### src/rtl/multicycle_control_unit_if.sv
// Shared instruction/data bus handshake between the control unit and memory.
// The master raises mem_req and holds it until the slave answers with mem_ready.
interface multicycle_control_unit_if;
    logic mem_req;
    logic mem_ready;
    logic memread;
    logic memwrite;

    modport master (
        output mem_req,
        output memread,
        output memwrite,
        input  mem_ready
    );

    modport slave (
        input  mem_req,
        input  memread,
        input  memwrite,
        output mem_ready
    );
endinterface

### src/rtl/multicycle_control_unit.sv
// Multi-cycle RV32I control FSM: FETCH/DECODE/EXECUTE/MEMORY/WRITEBACK, trap on fault.
// Define CU_JUMP_EN to make JAL/JALR legal; otherwise they trap and jump stays 0.
module multicycle_control_unit #(
    parameter int ALUOP_W      = 2,
    parameter int MEM_WAIT_MAX = 15
) (
    input  logic                clk,
    input  logic                reset,
    input  logic [6:0]          opcode,
    multicycle_control_unit_if.master bus,
    output logic [2:0]          state,
    output logic                ir_write,
    output logic                pc_write,
    output logic                branch,
    output logic                jump,
    output logic                alusrc,
    output logic                memtoreg,
    output logic                regwrite,
    output logic [ALUOP_W-1:0]  aluop,
    output logic                trap
);

    typedef enum logic [2:0] {
        IDLE      = 3'd0,
        FETCH     = 3'd1,
        DECODE    = 3'd2,
        EXECUTE   = 3'd3,
        MEMORY    = 3'd4,
        WRITEBACK = 3'd5,
        TRAP      = 3'd7
    } state_t;

    localparam logic [6:0] OP_R    = 7'b0110011;
    localparam logic [6:0] OP_I    = 7'b0010011;
    localparam logic [6:0] OP_LW   = 7'b0000011;
    localparam logic [6:0] OP_SW   = 7'b0100011;
    localparam logic [6:0] OP_BEQ  = 7'b1100011;
    localparam logic [6:0] OP_JAL  = 7'b1101111;
    localparam logic [6:0] OP_JALR = 7'b1100111;

    // A zero-cycle limit still needs a one-bit counter to keep widths legal.
    localparam int WCW = (MEM_WAIT_MAX > 0) ? $clog2(MEM_WAIT_MAX + 1) : 1;
    localparam logic [WCW-1:0] WMAX = WCW'(MEM_WAIT_MAX);

    state_t           state_q, state_d;
    logic [6:0]       op_q, op_d;
    logic [WCW-1:0]   cnt_q, cnt_d;

    logic is_r, is_i, is_lw, is_sw, is_beq, is_jal, is_jalr;
    logic legal, waiting, timeout;

    assign is_r    = (op_q == OP_R);
    assign is_i    = (op_q == OP_I);
    assign is_lw   = (op_q == OP_LW);
    assign is_sw   = (op_q == OP_SW);
    assign is_beq  = (op_q == OP_BEQ);
`ifdef CU_JUMP_EN
    assign is_jal  = (op_q == OP_JAL);
    assign is_jalr = (op_q == OP_JALR);
    assign legal   = (opcode == OP_R)   || (opcode == OP_I)
                  || (opcode == OP_LW)  || (opcode == OP_SW)
                  || (opcode == OP_BEQ) || (opcode == OP_JAL)
                  || (opcode == OP_JALR);
`else
    assign is_jal  = 1'b0;
    assign is_jalr = 1'b0;
    assign legal   = (opcode == OP_R)   || (opcode == OP_I)
                  || (opcode == OP_LW)  || (opcode == OP_SW)
                  || (opcode == OP_BEQ);
`endif

    assign waiting = ((state_q == FETCH) || (state_q == MEMORY))
                  && !bus.mem_ready;
    assign timeout = (MEM_WAIT_MAX != 0) && waiting && (cnt_q == WMAX);

    // State, latched opcode and wait counter registers.
    always_ff @(posedge clk or posedge reset) begin
        if (reset) begin
            state_q <= IDLE;
            op_q    <= '0;
            cnt_q   <= '0;
        end else begin
            state_q <= state_d;
            op_q    <= op_d;
            cnt_q   <= cnt_d;
        end
    end

    // Next-state sequencing, opcode capture and wait counting.
    always_comb begin
        state_d = state_q;
        op_d    = op_q;
        unique case (state_q)
            IDLE:    state_d = FETCH;
            FETCH: begin
                if (bus.mem_ready) state_d = DECODE;
                else if (timeout)  state_d = TRAP;
            end
            DECODE: begin
                op_d    = opcode;
                state_d = legal ? EXECUTE : TRAP;
            end
            EXECUTE: begin
                unique case (1'b1)
                    is_r, is_i:       state_d = WRITEBACK;
                    is_jal, is_jalr:  state_d = WRITEBACK;
                    is_lw, is_sw:     state_d = MEMORY;
                    is_beq:           state_d = FETCH;
                    default:          state_d = TRAP;
                endcase
            end
            MEMORY: begin
                if (bus.mem_ready) state_d = is_lw ? WRITEBACK : FETCH;
                else if (timeout)  state_d = TRAP;
            end
            WRITEBACK: state_d = FETCH;
            TRAP:      state_d = TRAP;
            default:   state_d = TRAP;
        endcase
        if (state_d != state_q) cnt_d = '0;
        else if (waiting)       cnt_d = cnt_q + WCW'(1);
        else                    cnt_d = cnt_q;
    end

    // Datapath strobes from state, latched opcode and mem_ready.
    always_comb begin
        bus.mem_req  = 1'b0;
        bus.memread  = 1'b0;
        bus.memwrite = 1'b0;
        ir_write     = 1'b0;
        pc_write     = 1'b0;
        branch       = 1'b0;
        jump         = 1'b0;
        alusrc       = 1'b0;
        memtoreg     = 1'b0;
        regwrite     = 1'b0;
        aluop        = '0;
        trap         = 1'b0;
        unique case (state_q)
            FETCH: begin
                bus.mem_req = 1'b1;
                bus.memread = 1'b1;
                ir_write    = bus.mem_ready;
                pc_write    = bus.mem_ready;
            end
            EXECUTE: begin
                unique case (1'b1)
                    is_r:  aluop = ALUOP_W'(2'b10);
                    is_i: begin
                        alusrc = 1'b1;
                        aluop  = (ALUOP_W == 2) ? '0 : ALUOP_W'(3'b011);
                    end
                    is_lw, is_sw: alusrc = 1'b1;
                    is_beq: begin
                        branch = 1'b1;
                        aluop  = ALUOP_W'(2'b01);
                    end
                    is_jal, is_jalr: begin
                        jump     = 1'b1;
                        pc_write = 1'b1;
                        alusrc   = is_jalr;
                    end
                    default: ;
                endcase
            end
            MEMORY: begin
                bus.mem_req  = 1'b1;
                bus.memread  = is_lw;
                bus.memwrite = is_sw;
            end
            WRITEBACK: begin
                regwrite = 1'b1;
                memtoreg = is_lw;
            end
            TRAP:    trap = 1'b1;
            default: ;
        endcase
    end

    assign state = state_q;

endmodule
### src/flat_wrapper.sv
// flat-port wrapper written by rule: the top's interface ports become plain ports
module multicycle_control_unit_flat 
#(
    parameter int ALUOP_W      = 2,
    parameter int MEM_WAIT_MAX = 15
)
  (clk, reset, opcode, state, ir_write, pc_write, branch, jump, alusrc, memtoreg, regwrite, aluop, trap, bus_mem_req, bus_memread, bus_memwrite, bus_mem_ready);
  multicycle_control_unit_if bus_i ();
  input  logic clk;
  input  logic reset;
  input  logic [6:0] opcode;
  output logic [2:0] state;
  output logic ir_write;
  output logic pc_write;
  output logic branch;
  output logic jump;
  output logic alusrc;
  output logic memtoreg;
  output logic regwrite;
  output logic [ALUOP_W-1:0] aluop;
  output logic trap;
  output wire logic [$bits(bus_i.mem_req)-1:0] bus_mem_req;
  output wire logic [$bits(bus_i.memread)-1:0] bus_memread;
  output wire logic [$bits(bus_i.memwrite)-1:0] bus_memwrite;
  input wire logic [$bits(bus_i.mem_ready)-1:0] bus_mem_ready;
  assign bus_mem_req = bus_i.mem_req;
  assign bus_memread = bus_i.memread;
  assign bus_memwrite = bus_i.memwrite;
  assign bus_i.mem_ready = bus_mem_ready;
  multicycle_control_unit #(.ALUOP_W(ALUOP_W), .MEM_WAIT_MAX(MEM_WAIT_MAX)) u_core (.clk(clk), .reset(reset), .opcode(opcode), .bus(bus_i), .state(state), .ir_write(ir_write), .pc_write(pc_write), .branch(branch), .jump(jump), .alusrc(alusrc), .memtoreg(memtoreg), .regwrite(regwrite), .aluop(aluop), .trap(trap));
endmodule
### config.mk
export PLATFORM = sky130hd
export DESIGN_NAME = multicycle_control_unit_flat
export DESIGN_NICKNAME = d
export VERILOG_FILES = /design/src/rtl/multicycle_control_unit_if.sv /design/src/rtl/multicycle_control_unit.sv /design/src/flat_wrapper.sv
export SDC_FILE = /design/constraint.sdc
export NUM_CORES = 1
export LEC_CHECK = 0
export ABC_AREA = 1
export CORE_MARGIN = 1
export CORE_UTILIZATION = 30
export CTS_BUF_LIST = sky130_fd_sc_hd__clkbuf_2
export CTS_CLUSTER_SIZE = 20
export DETAILED_ROUTE_END_ITERATION = 12
export PLACE_DENSITY = 0.57
export SLEW_MARGIN = 20
export SYNTH_ARGS = -nofsm -noshare
export SYNTH_HDL_FRONTEND = slang
export SYNTH_SLANG_ARGS = --single-unit
### constraint.sdc
create_clock -name clk -period 3.4 [get_ports clk]
set_clock_uncertainty 0.05 [all_clocks]
set_input_delay 0.68 -clock clk [delete_from_list [all_inputs] [get_ports clk]]
set_output_delay 0.68 -clock clk [all_outputs]
set_load 0.005 [all_outputs]
# ---- Yosys cells after proc, flatten, opt, wreduce, memory -nomap -nowiden
# Cells that the tools add are included.
dict set report totals {
  register_bits 14
  in_bits 10
  output_inout_bits 16
  wordCells 59
}
dict set report op_classes {
  addsub 1
  n_eq_ne 18
  mux 22
  reduce_logical 15
}
# op count
set ops {}
lappend ops {{== test 7 x 6 -> 1 bit, second input constant} 4}
lappend ops {{2-to-1 mux 3 bit} 5}
lappend ops {{case mux 3 bit (5 select lines)} 1}
lappend ops {{== test 7 x 2 -> 1 bit, second input constant} 2}
lappend ops {{== test 7 x 5 -> 1 bit, second input constant} 2}
lappend ops {{== test 7 bit, second input constant} 2}
lappend ops {{2-to-1 mux 1 bit} 10}
lappend ops {{== test 3 bit, second input constant} 3}
lappend ops {{case mux 3 bit (3 select lines)} 1}
lappend ops {{2-to-1 mux 4 bit} 2}
lappend ops {{OR reduction 2 bit} 4}
lappend ops {{== test 3 x 2 -> 1 bit, second input constant} 2}
lappend ops {{logical OR 1 bit} 5}
lappend ops {{adder 4 x 1 -> 4 bit, second input constant} 1}
lappend ops {{== test 4 bit, second input constant} 1}
lappend ops {{case mux 2 bit (2 select lines)} 1}
lappend ops {{== test 3 x 1 -> 1 bit, second input constant} 1}
lappend ops {{zero test 3 bit} 1}
lappend ops {{!= test 3 bit} 1}
lappend ops {{OR reduction 3 bit} 1}
lappend ops {{logical AND 1 bit} 2}
lappend ops {{2-to-1 mux 2 bit} 1}
lappend ops {{case mux 1 bit (2 select lines)} 1}
lappend ops {{nonzero test 2 bit} 1}
lappend ops {{zero test 1 bit} 1}

# ---- Depth between registers and ports, before layout
# Gate-level depths: netlist of run 1.
dict set report logic_depth {
  depth_word 9
  ltp_mapped 12
}

# ---- Worst setup path after synthesis of run 1
# Ideal clock, no wire load.
dict set report synth_timing {
  kind {in2out}
  from {input bus_mem_ready}
  to {output pc_write}
  arrival_time_ns 1.100
  setup_slack_ns 1.570
  path_stages 3
  n_path_buf 1
  cell_sequence {inv_1 nor2_1 buf_4}
}
dict set report synth_via {
  elab_chain_cells 1
}
# element line_no
set synth_lines {}
lappend synth_lines {{start: declaration} flat_wrapper.sv:25} ;# input wire logic [$bits(bus_i.mem_ready)-1:0] bus_mem_ready;
lappend synth_lines {{2-to-1 mux 1 bit} --}
lappend synth_lines {{end: declaration} flat_wrapper.sv:14} ;# output logic pc_write;
# No other way between the ends.

# ---- Final worst setup path of run 1
dict set report layout_timing {
  from {input bus_mem_ready}
  to {output ir_write}
}
dict set report layout_via {
  elab_chain_cells 1
}
# element line_no
set layout_lines {}
lappend layout_lines {{2-to-1 mux 1 bit} multicycle_control_unit.sv:139} ;# unique case (state_q)
lappend layout_lines {{end: declaration} flat_wrapper.sv:13} ;# output logic ir_write;
# No other way between the ends.

==> results of run 1 <==
-- stage by stage --
step,std cells,total power [mW],hold WS (ns)
2_1_floorplan,121,0.187,0.452
3_5_place_dp,172,0.200,0.484
3_3_place_gp,172,0.200,0.472
5_1_grt,176,0.293,0.532
6_report,176,0.278,0.501
4_1_cts,176,0.282,0.502
-- how the worst max path moves through the flow --
| stage | slack [ns] | to | cells after the start | from |
|---|---|---|---|---|
| 6_report | 0.70 | ir_write | 4 | bus_mem_ready |
| 5_1_grt | 0.59 | branch | 6 | u_core.op_q[3]$_DFFE_PP0P_ |
| 4_1_cts | 0.70 | ir_write | 4 | bus_mem_ready |
| 3_5_place_dp | 0.70 | ir_write | 4 | bus_mem_ready |
| 3_3_place_gp | 0.74 | pc_write | 4 | bus_mem_ready |
| 2_1_floorplan | 1.57 | pc_write | 3 | bus_mem_ready |
-- critical path: cells and delay by family --
| kind | cells | cell delay, ns |
|---|---|---|
| AND/OR/NAND/NOR | 1 | 0.22 |
| buffers and inverters | 3 | 1.07 |
-- per-layer routing --
metal,part of all wire (%),GRT usage (%),vias up
li1,-,-,438
met1,51,20.0,392
met2,42,20.6,22
met4,2.1,7.32,0
met3,4.4,1.81,5
met5,0,0,-
-- where the power goes --
part           internal, mW  switching, mW
Combinational        0.0126         0.0117
Sequential            0.170        0.00243
Clock                0.0255         0.0553
-- cells by family after synthesis --
family,Yosys count
compound gates,11
xor+xnor,3
fa+ha+maj,1
buf+inv,18
flops,14
mux,3
other cells,1
simple gates,70
-- cell type report --
type / count / area (um^2)
Clock inverter: 1 / 3.75
Timing Repair Buffer: 24 / 240
Multi-Input combinational cell: 89 / 494
Clock buffer: 3 / 15.0
Inverter: 14 / 52.6
Sequential cell: 14 / 350
Fill cell: 300 / 1630
Tap cell: 31 / 38.8
-- sequential cells by signal, indices dropped and copies added (netlist names) --
register      flops
u_core.op_q       7
u_core.cnt_q      4
u_core.state      3
-- cells in the mapped netlist --
cell | instances | share of area (%)
nor2_2 | 4 | 2.7
nand2_2 | 8 | 5.4
xor2_1 | 2 | 1.9
a21boi_2 | 1 | 1.2
buf_4 | 3 | 2.4
nor2_4 | 1 | 1.2
xnor2_1 | 1 | 0.95
and3_1 | 1 | 0.68
nand2_1 | 21 | 8.5
inv_2 | 3 | 1.2
nand3b_1 | 1 | 0.81
nand3_1 | 9 | 4.9
nor2_1 | 13 | 5.3
inv_1 | 11 | 4.5
buf_2 | 1 | 0.54
a21oi_2 | 1 | 0.95
a21oi_1 | 6 | 3.2
conb_1 | 1 | 0.41
nand4_1 | 4 | 2.7
o21ai_0 | 3 | 1.6
nor3_1 | 5 | 2.7
dfrtp_1 | 14 | 38
nand3_2 | 3 | 3.2
mux2_2 | 3 | 3.7
ha_1 | 1 | 1.4
==> results.py, run 1 <==
metrics = {
    "hold_path": {
        "worst_hold_path.num_cells": 2,
        "worst_hold_path_type": "reg -> reg",
        "worstHoldStart": "u_core.op_q[3]$_DFFE_PP0P_",
        "min_to": "u_core.op_q[3]$_DFFE_PP0P_",
    },
    "logic_synthesis": {
        "ys.warnings.count": 0,
        "main_combinational_cell_family_by_area_after_synthesis": "simple AND/OR/NAND/NOR gates",
        "synth-xor-area-share_pct": 2.84,
        "muxShareOfSynthArea_pct": 3.65,
        "synthAdderAreaFrac_pct": 1.35,
        "yosysUniqueCellTypes": 25,
        "post_synth_instance_area_um2": 925,
        "area_fraction_in_and_or_nand_and_nor_cells_after_synthesis_pct": 38.2,
        "synth_compound_area_share_pct": 7.04,
        "post_synth.cell_area_avg_um2": 7.64,
        "syn-instance-count": 121,
        "synth.yosys.seq_area_share_pct": 37.9,
        "synthesis.nets": 132,
        "ys_seq_elements": 14,
    },
    "global_route": {
        "grt_pass1_vias": 817,
        "grt_antenna_before_repair": 0,
        "grt_max_degree": 15,
        "global_route.overflow_total": 0,
        "grt_pass1_wl_mm": 3.52,
        "track_usage_pct": 14.0,
    },
    "run": {
        "drv_cap": 0,
    },
    "worst_setup_path": {
        "timing.reg2reg.worst_path_depth": 9,
        "data_required_time_of_the_critical_path_ns": 2.67,
        "critical_path.most_common_cell": "clkdlybuf4s50_1",
        "timing.critical_path.cells": "clkdlybuf4s50_1 -> inv_1 -> nor2_1 -> clkdlybuf4s50_1",
        "setup.reg_to_reg.worst_slack_ns": 1.47,
        "start_kind": "primary input",
        "crit_path_end_kind": "output port",
        "worst_path_max_delay_cell": "clkdlybuf4s50_1",
        "arr_time_crit_path_ns": 1.97,
        "regToRegStartpoint": "u_core.state[2]$_DFF_PP0_",
        "timing.setup.critical_path_class": "in -> out",
        "path_max_fanout": 4,
        "timing.critical_path.slowest_cell_delay_ns": 0.54,
        "worstReg2RegEnd": "u_core.cnt_q[3]$_DFFE_PP0P_",
    },
    "placed_design": {
        "hpwl_mm": 1.63,
        "gp_congestion": 0.811,
        "pre_cts_ws_ns": 0.702,
        "placement.cell_area_mm2": 0.00118,
        "io_buffer_count": 24,
    },
    "final_layout": {
        "layout-drive-gt1-share_pct": 18.6,
        "stdcell_area_mm2": 0.00119,
        "leading_cell_types_in_the_layout_fill_and_taps_excluded": "clkdlybuf4s50_1 (24), nand2_1 (21), dfrtp_1 (14), nor2_1 (13), inv_1 (11)",
        "n_antenna_cell": 0,
        "nets": 157,
        "post-route-util_pct": 42.2,
        "layout.cells.most_common": "clkdlybuf4s50_1",
        "syn_to_final_growth_pct": 29.2,
    },
    "run_status": {
        "violations": "DRC",
        "status": "complete, but fails checks",
    },
    "sta": {
        "period_share_pct": 79.3,
        "setup_tns_ns": 0,
        "timing_hold_violations_final": 0,
        "timing.fmax_mhz": 371,
        "rsz0062_at_grt": "no",
        "worst_slew_pin_slew_ns": 0.539,
        "finalWorstPathRequiredPeriod_ns": 2.70,
        "count_of_final_max_slew_check_failures": 0,
        "worst_slew_margin_rel_pct": 64.0,
        "finalWorstSetupSlack_ns": 0.703,
        "final-setup-viol-count": 0,
    },
    "clocking": {
        "clock_sink_count": 14,
        "worst_setup_hold_path_clk_slew_ns": 0.13,
        "cts-hold-fix-buffers": 0,
        "clock_tree_from_tritoncts": "done",
        "tritoncts.num_buffers": 3,
        "cts-resized-gates": 0,
        "clk_latency_ns": 0.28,
        "root_buffer": "clkbuf_2",
        "clock_tree.htree_level_count": 1,
        "cts.repair_timing.setup_buffer_count": 0,
        "cts_buffer_depth": 2,
    },
    "die": {
        "die_width_um": 57.5,
        "floorplan.die_area_mm2": 0.00331,
        "io_pins": 26,
        "die_y_um": 57.5,
        "initial_utilization_pct": 32.7,
        "number_of_rows_created_at_floorplan": 19,
        "core-area_mm2": 0.00283,
    },
    "power_and_ir_drop": {
        "worst_ir_drop_vdd_mv": 0.142,
        "p_per_area_mw_per_mm2": 232,
        "total_leakage_power_nw": 0.571,
    },
    "drt": {
        "post-route-drc-count": 3,
        "detailroute.via_count": 857,
        "post_drt_via_cell_ratio": 4.87,
        "total_wirelength_of_the_detailed_routed_design_mm": 2.05,
        "drt-pass1-iter-count": 8,
        "drt_first_iter_violations": 21,
        "final_ant_viol_nets": 0,
        "post_drt_wl_per_cell_um": 11.6,
    },
}
Note: power is estimated with default switching activity, not from simulation.
==> inputs of run 2 (changes only) <==
==> constraint.sdc (replaced) <==
create_clock -name clk -period 2.65 [get_ports clk]
set_clock_uncertainty 0.05 [all_clocks]
set_input_delay 0.53 -clock clk [delete_from_list [all_inputs] [get_ports clk]]
set_output_delay 0.53 -clock clk [all_outputs]
set_load 0.005 [all_outputs]
==> run 2 against run 1 <==
The flow still finishes with violations (DRC); sequential power up 28%; setup slack lost 0.54 ns; first-iteration DRC count is 14% higher; sequential share of layout area is 0.30 points lower; global-route usage is 0.57 points lower; hold slack better by 0.0019 ns; power up 28%; cell area is 1.0% higher; count of clock-buffer cells in the layout unchanged; die area is the same; largest cell class unchanged.
==> results.py, run 2 (same netlist as run 1, synthesis figures left out) <==
metrics = {
    "drt": {
        "total_wirelength_of_the_detailed_routed_design_mm": 2.04,
        "drt_first_iter_violations": 24,
        "detailroute.via_count": 865,
        "post-route-drc-count": 4,
        "post_drt_wl_per_cell_um": 11.5,
        "post_drt_via_cell_ratio": 4.89,
        "drt-pass1-iter-count": 8,
        "final_ant_viol_nets": 0,
    },
    "sta": {
        "finalWorstPathRequiredPeriod_ns": 2.49,
        "timing.fmax_mhz": 401,
        "timing_hold_violations_final": 0,
        "period_share_pct": 94.0,
        "worst_slew_margin_rel_pct": 62.3,
        "rsz0062_at_grt": "no",
        "count_of_final_max_slew_check_failures": 0,
        "setup_tns_ns": 0,
        "final-setup-viol-count": 0,
        "worst_slew_pin_slew_ns": 0.565,
    },
    "die": {
        "io_pins": 26,
        "initial_utilization_pct": 32.7,
        "core-area_mm2": 0.00283,
        "number_of_rows_created_at_floorplan": 19,
        "floorplan.die_area_mm2": 0.00331,
        "die_width_um": 57.5,
        "die_y_um": 57.5,
    },
    "worst_setup_path": {
        "data_required_time_of_the_critical_path_ns": 2.07,
        "regToRegStartpoint": "u_core.state[0]$_DFF_PP0_",
        "path_max_fanout": 6,
        "worstReg2RegEnd": "u_core.cnt_q[1]$_DFFE_PP0P_",
        "timing.reg2reg.worst_path_depth": 10,
        "timing.critical_path.slowest_cell_delay_ns": 0.52,
        "worst-path-buf-inv": 2,
        "timing.setup.critical_path_class": "reg -> out",
        "worst_path_max_delay_cell": "clkdlybuf4s50_1",
        "timing.critical_path.cells": "inv_2 -> nand2_2 -> nor2_4 -> nand3_1 -> a21oi_1 -> clkdlybuf4s50_1",
        "crit_path_end_kind": "output port",
        "setup.reg_to_reg.worst_slack_ns": 0.95,
        "arr_time_crit_path_ns": 1.91,
        "critical-path-top-delay-family": "buffers and inverters",
        "start_kind": "register",
    },
    "final_layout": {
        "syn_to_final_growth_pct": 30.6,
        "largest_register_ffs": 7,
        "leading_cell_types_in_the_layout_fill_and_taps_excluded": "clkdlybuf4s50_1 (24), nand2_1 (21), dfrtp_1 (14), nor2_1 (13), inv_1 (11)",
        "stdcell_area_mm2": 0.00121,
        "layout-drive-gt1-share_pct": 19.9,
        "n_antenna_cell": 0,
        "final_cells": 177,
        "registers.top_by_ff_count": "u_core.op_q",
        "nets": 158,
        "layout.cells.most_common": "clkdlybuf4s50_1",
    },
    "clocking": {
        "cts.repair_timing.setup_buffer_count": 0,
        "cts_buffer_depth": 2,
        "clock_tree_from_tritoncts": "done",
        "clock_sink_count": 14,
        "clock_tree.htree_level_count": 1,
        "cts-hold-fix-buffers": 0,
        "root_buffer": "clkbuf_2",
        "clk_latency_ns": 0.29,
        "worst_setup_hold_path_clk_slew_ns": 0.14,
        "cts-resized-gates": 0,
        "tritoncts.num_buffers": 3,
    },
    "hold_path": {
        "worstHoldStart": "u_core.op_q[0]$_DFFE_PP0P_",
        "min_to": "u_core.op_q[0]$_DFFE_PP0P_",
        "worst_hold_path_type": "reg -> reg",
        "worst_hold_path.num_cells": 1,
    },
    "power_and_ir_drop": {
        "p_per_area_mw_per_mm2": 295,
        "total_leakage_power_nw": 0.576,
        "totalPowerFinal_mw": 0.356,
        "worst_ir_drop_vdd_mv": 0.213,
    },
    "placed_design": {
        "gp_congestion": 0.807,
        "placement.cell_area_mm2": 0.00118,
        "io_buffer_count": 24,
        "total_instance_count_after_detailed_placement": 173,
        "hpwl_mm": 1.57,
    },
    "run": {
        "drv_cap": 0,
    },
    "global_route": {
        "track_usage_pct": 13.4,
        "grt_antenna_before_repair": 0,
        "grt_pass1_vias": 786,
        "global_route.overflow_total": 0,
        "grt_pass1_wl_mm": 3.37,
        "grt_max_degree": 15,
    },
    "run_status": {
        "violations": "DRC",
        "status": "complete, but fails checks",
    },
}
run 2: changes by cell type in the layout (fill, tap and decap cells not counted):
cell    previous run  this run
nor3_2             0         1
buf_4              0         1
nor3_1             5         4
run 2: how the worst max path moves through the flow:
| stage | startpoint | end | cells past startpoint |
|---|---|---|---|
| floorplan | u_core.op_q[2]$_DFFE_PP0P_ | aluop[0] | 6 |
| global placement | bus_mem_ready | pc_write | 4 |
| detailed placement | bus_mem_ready | ir_write | 4 |
| CTS | u_core.state[2]$_DFF_PP0_ | alusrc | 6 |
| global route | u_core.state[2]$_DFF_PP0_ | alusrc | 6 |
| finish | u_core.state[2]$_DFF_PP0_ | alusrc | 6 |
run 2: power breakdown:
group	internal [mW]	total (mW)	switching, mW
sequential	0.218	0.221	0.00311
clock	0.0328	0.104	0.0712
combinational	0.0161	0.0310	0.0149
total	0.267	0.356	0.0892
run 2: layout make-up:
class,count,area [um^2]
multi-input combinational,89,499
tap,31,38.8
timing repair buffer,25,248
clock buffer,3,15.0
fill,298,1620
clock inverter,1,3.75
sequential,14,350
inverter,14,52.6
run 2: worst reg2reg max path: stages (launching register included):
cell     delay [ns]
dfrtp_1        0.51
inv_2          0.14
nand3_1        0.09
buf_4          0.19
a21oi_1        0.17
nor2_2         0.08
nand2_2        0.06
nand2_1        0.05
nand2_1        0.08
nand3_2        0.10
nor2_1         0.11
run 2: layer usage:
metal,global-route usage (%),up-vias,share of wire [%]
met5,0,-,0
met4,8.71,0,3.0
met3,2.27,7,4.3
met2,20.3,26,44
met1,17.7,389,49
li1,-,443,-
run 2: through the flow:
step                      hold WS (ns)  utilization, %  worst slack, ns
after floorplan                  0.369               -            0.985
after global placement           0.471            41.8            0.295
after detailed placement         0.472            41.8            0.242
after CTS                        0.503            42.5            0.141
after global routing             0.530            42.7           0.0190
final                            0.503            42.7            0.158
==> inputs of run 3 (changes only) <==
--- a/config.mk
+++ b/config.mk
@@ -7,11 +7,11 @@
 export LEC_CHECK = 0
 export ABC_AREA = 1
 export CORE_MARGIN = 1
-export CORE_UTILIZATION = 30
+export CORE_UTILIZATION = 49
 export CTS_BUF_LIST = sky130_fd_sc_hd__clkbuf_2
 export CTS_CLUSTER_SIZE = 20
 export DETAILED_ROUTE_END_ITERATION = 12
-export PLACE_DENSITY = 0.57
+export PLACE_DENSITY = 0.85
 export SLEW_MARGIN = 20
 export SYNTH_ARGS = -nofsm -noshare
 export SYNTH_HDL_FRONTEND = slang
==> run 3 against run 2 <==
The flow now finishes without violations; first-iteration DRC count decreased by 38%; sequential power about the same; non-clock buffer count unchanged; final cell count decreased by 3.4%; cell area decreased by 1.0%; fmax increased by 0.90%; critical endpoint unchanged.
==> results.py, run 3 (same netlist as run 1, synthesis figures left out) <==
metrics = {
    "run_status": {
        "status": "complete, no violations",
    },
    "sta": {
        "rsz0062_at_grt": "no",
        "count_of_final_max_slew_check_failures": 0,
        "hold_ws_ns": 0.502,
        "timing_hold_violations_final": 0,
        "final-setup-viol-count": 0,
        "timing.fmax_mhz": 405,
        "setup_tns_ns": 0,
        "finalWorstSetupSlack_ns": 0.180,
        "worst_slew_margin_rel_pct": 65.4,
        "period_share_pct": 93.2,
        "finalWorstPathRequiredPeriod_ns": 2.47,
        "worst_slew_pin_slew_ns": 0.518,
    },
    "die": {
        "die_width_um": 45.4,
        "io_pins": 26,
        "number_of_rows_created_at_floorplan": 15,
        "floorplan.die_area_mm2": 0.00206,
        "initial_utilization_pct": 53.0,
        "die_y_um": 45.4,
        "core-area_mm2": 0.00175,
    },
    "final_layout": {
        "leading_cell_types_in_the_layout_fill_and_taps_excluded": "clkdlybuf4s50_1 (24), nand2_1 (21), dfrtp_1 (14), nor2_1 (13), inv_1 (11)",
        "layout-drive-gt1-share_pct": 19.2,
        "syn_to_final_growth_pct": 29.2,
        "nets": 158,
        "largest_register_ffs": 7,
        "layout.cells.most_common": "clkdlybuf4s50_1",
        "n_antenna_cell": 0,
        "post-route-util_pct": 68.5,
        "multiInputGateArea_um2": 494,
        "registers.top_by_ff_count": "u_core.op_q",
        "ff_latch_area_um2": 350,
        "stdcell_area_mm2": 0.00119,
        "fill_cells": 159,
    },
    "global_route": {
        "grt_pass1_vias": 763,
        "grt_pass1_wl_mm": 3.13,
        "grt_antenna_before_repair": 0,
        "global_route.overflow_total": 0,
        "track_usage_pct": 21.5,
        "grt_max_degree": 15,
    },
    "power_and_ir_drop": {
        "clockPowerShare_pct": 28.0,
        "power.switching_fraction_pct": 23.7,
        "total_leakage_power_nw": 0.575,
        "p_per_area_mw_per_mm2": 293,
        "combinationalPowerShare_pct": 8.8,
        "net_sw_power_mw": 0.0832,
        "worst_ir_drop_vdd_mv": 0.260,
        "int_pwr_mw": 0.267,
        "seq_power_share_pct": 63.2,
    },
    "drt": {
        "drt_first_iter_violations": 15,
        "total_wirelength_of_the_detailed_routed_design_mm": 1.88,
        "post_drt_via_cell_ratio": 4.94,
        "final_ant_viol_nets": 0,
        "post_drt_wl_per_cell_um": 11.0,
        "drt-pass1-iter-count": 4,
        "post-route-drc-count": 0,
        "detailroute.via_count": 844,
    },
    "hold_path": {
        "worst_hold_path_type": "reg -> reg",
    },
    "clocking": {
        "clock_tree.htree_level_count": 1,
        "cts_buffer_depth": 2,
        "worst_setup_hold_path_clk_slew_ns": 0.13,
        "clock_tree_from_tritoncts": "done",
        "cts-hold-fix-buffers": 0,
        "clock_sink_count": 14,
        "tritoncts.num_buffers": 3,
        "cts-resized-gates": 0,
        "root_buffer": "clkbuf_2",
        "cts.repair_timing.setup_buffer_count": 0,
        "clk_latency_ns": 0.27,
    },
    "worst_setup_path": {
        "setup.reg_to_reg.worst_slack_ns": 1.00,
        "crit_path_end_kind": "output port",
        "timing.setup.critical_path_class": "reg -> out",
        "data_required_time_of_the_critical_path_ns": 2.07,
        "arr_time_crit_path_ns": 1.89,
        "path_max_fanout": 6,
        "start_kind": "register",
    },
    "placed_design": {
        "placement.cell_area_mm2": 0.00118,
        "hpwl_mm": 1.53,
        "io_buffer_count": 24,
        "pre_cts_ws_ns": 0.264,
        "gp_congestion": 0.810,
    },
    "run": {
        "drv_cap": 0,
    },
}
-- run 3: cell type report --
type | count | area share (%)
multi-input cells | 89 | 41.4
inverters | 14 | 4.40
repair buffers | 25 | 20.7
clock inverters | 1 | 0.314
flip-flops and latches | 14 | 29.3
clock buffers | 3 | 1.26
well taps | 25 | 2.62
-- run 3: stage by stage --
step,power (mW),instances
floorplan,0.240,121
CTS,0.356,171
finish,0.350,171
global route,0.369,171
global placement,0.255,167
detailed placement,0.256,167
-- run 3: final timing paths --
| check | from | to | cells past startpoint |
|---|---|---|---|
| setup / recovery | u_core.state[2]$_DFF_PP0_ | alusrc | 6 |
| max in group asynchronous | reset | u_core.op_q[2]$_DFFE_PP0P_ | 2 |
| setup reg to reg | u_core.state[0]$_DFF_PP0_ | u_core.cnt_q[3]$_DFFE_PP0P_ | 9 |
| hold / removal | u_core.op_q[3]$_DFFE_PP0P_ | u_core.op_q[3]$_DFFE_PP0P_ | 2 |
| hold reg to reg | u_core.op_q[3]$_DFFE_PP0P_ | u_core.op_q[3]$_DFFE_PP0P_ | 2 |
| min in group asynchronous | reset | u_core.cnt_q[0]$_DFFE_PP0P_ | 2 |
-- run 3: power by group through the flow --
stage	logic, mW	registers (mW)	clock network (mW)
2_1_floorplan	0.0150	0.225	0
3_3_place_gp	0.0300	0.225	0
3_5_place_dp	0.0311	0.225	0
4_1_cts	0.0314	0.221	0.103
5_1_grt	0.0350	0.222	0.112
6_report	0.0310	0.221	0.0979
-- run 3: routing by layer --
| metal | global-route usage (%) | share of wire (%) |
|---|---|---|
| met1 | 26.0 | 44 |
| met5 | 0 | 0 |
| met3 | 1.98 | 3.4 |
| met4 | 13.3 | 1.4 |
| met2 | 36.6 | 51 |
-- run 3: critical path: stages, from the launching register on --
cell and delay, ns:
dfrtp_1 0.48, inv_2 0.15, nand2_2 0.09, nor2_4 0.14
nand3_1 0.12, a21oi_1 0.13, clkdlybuf4s50_1 0.51
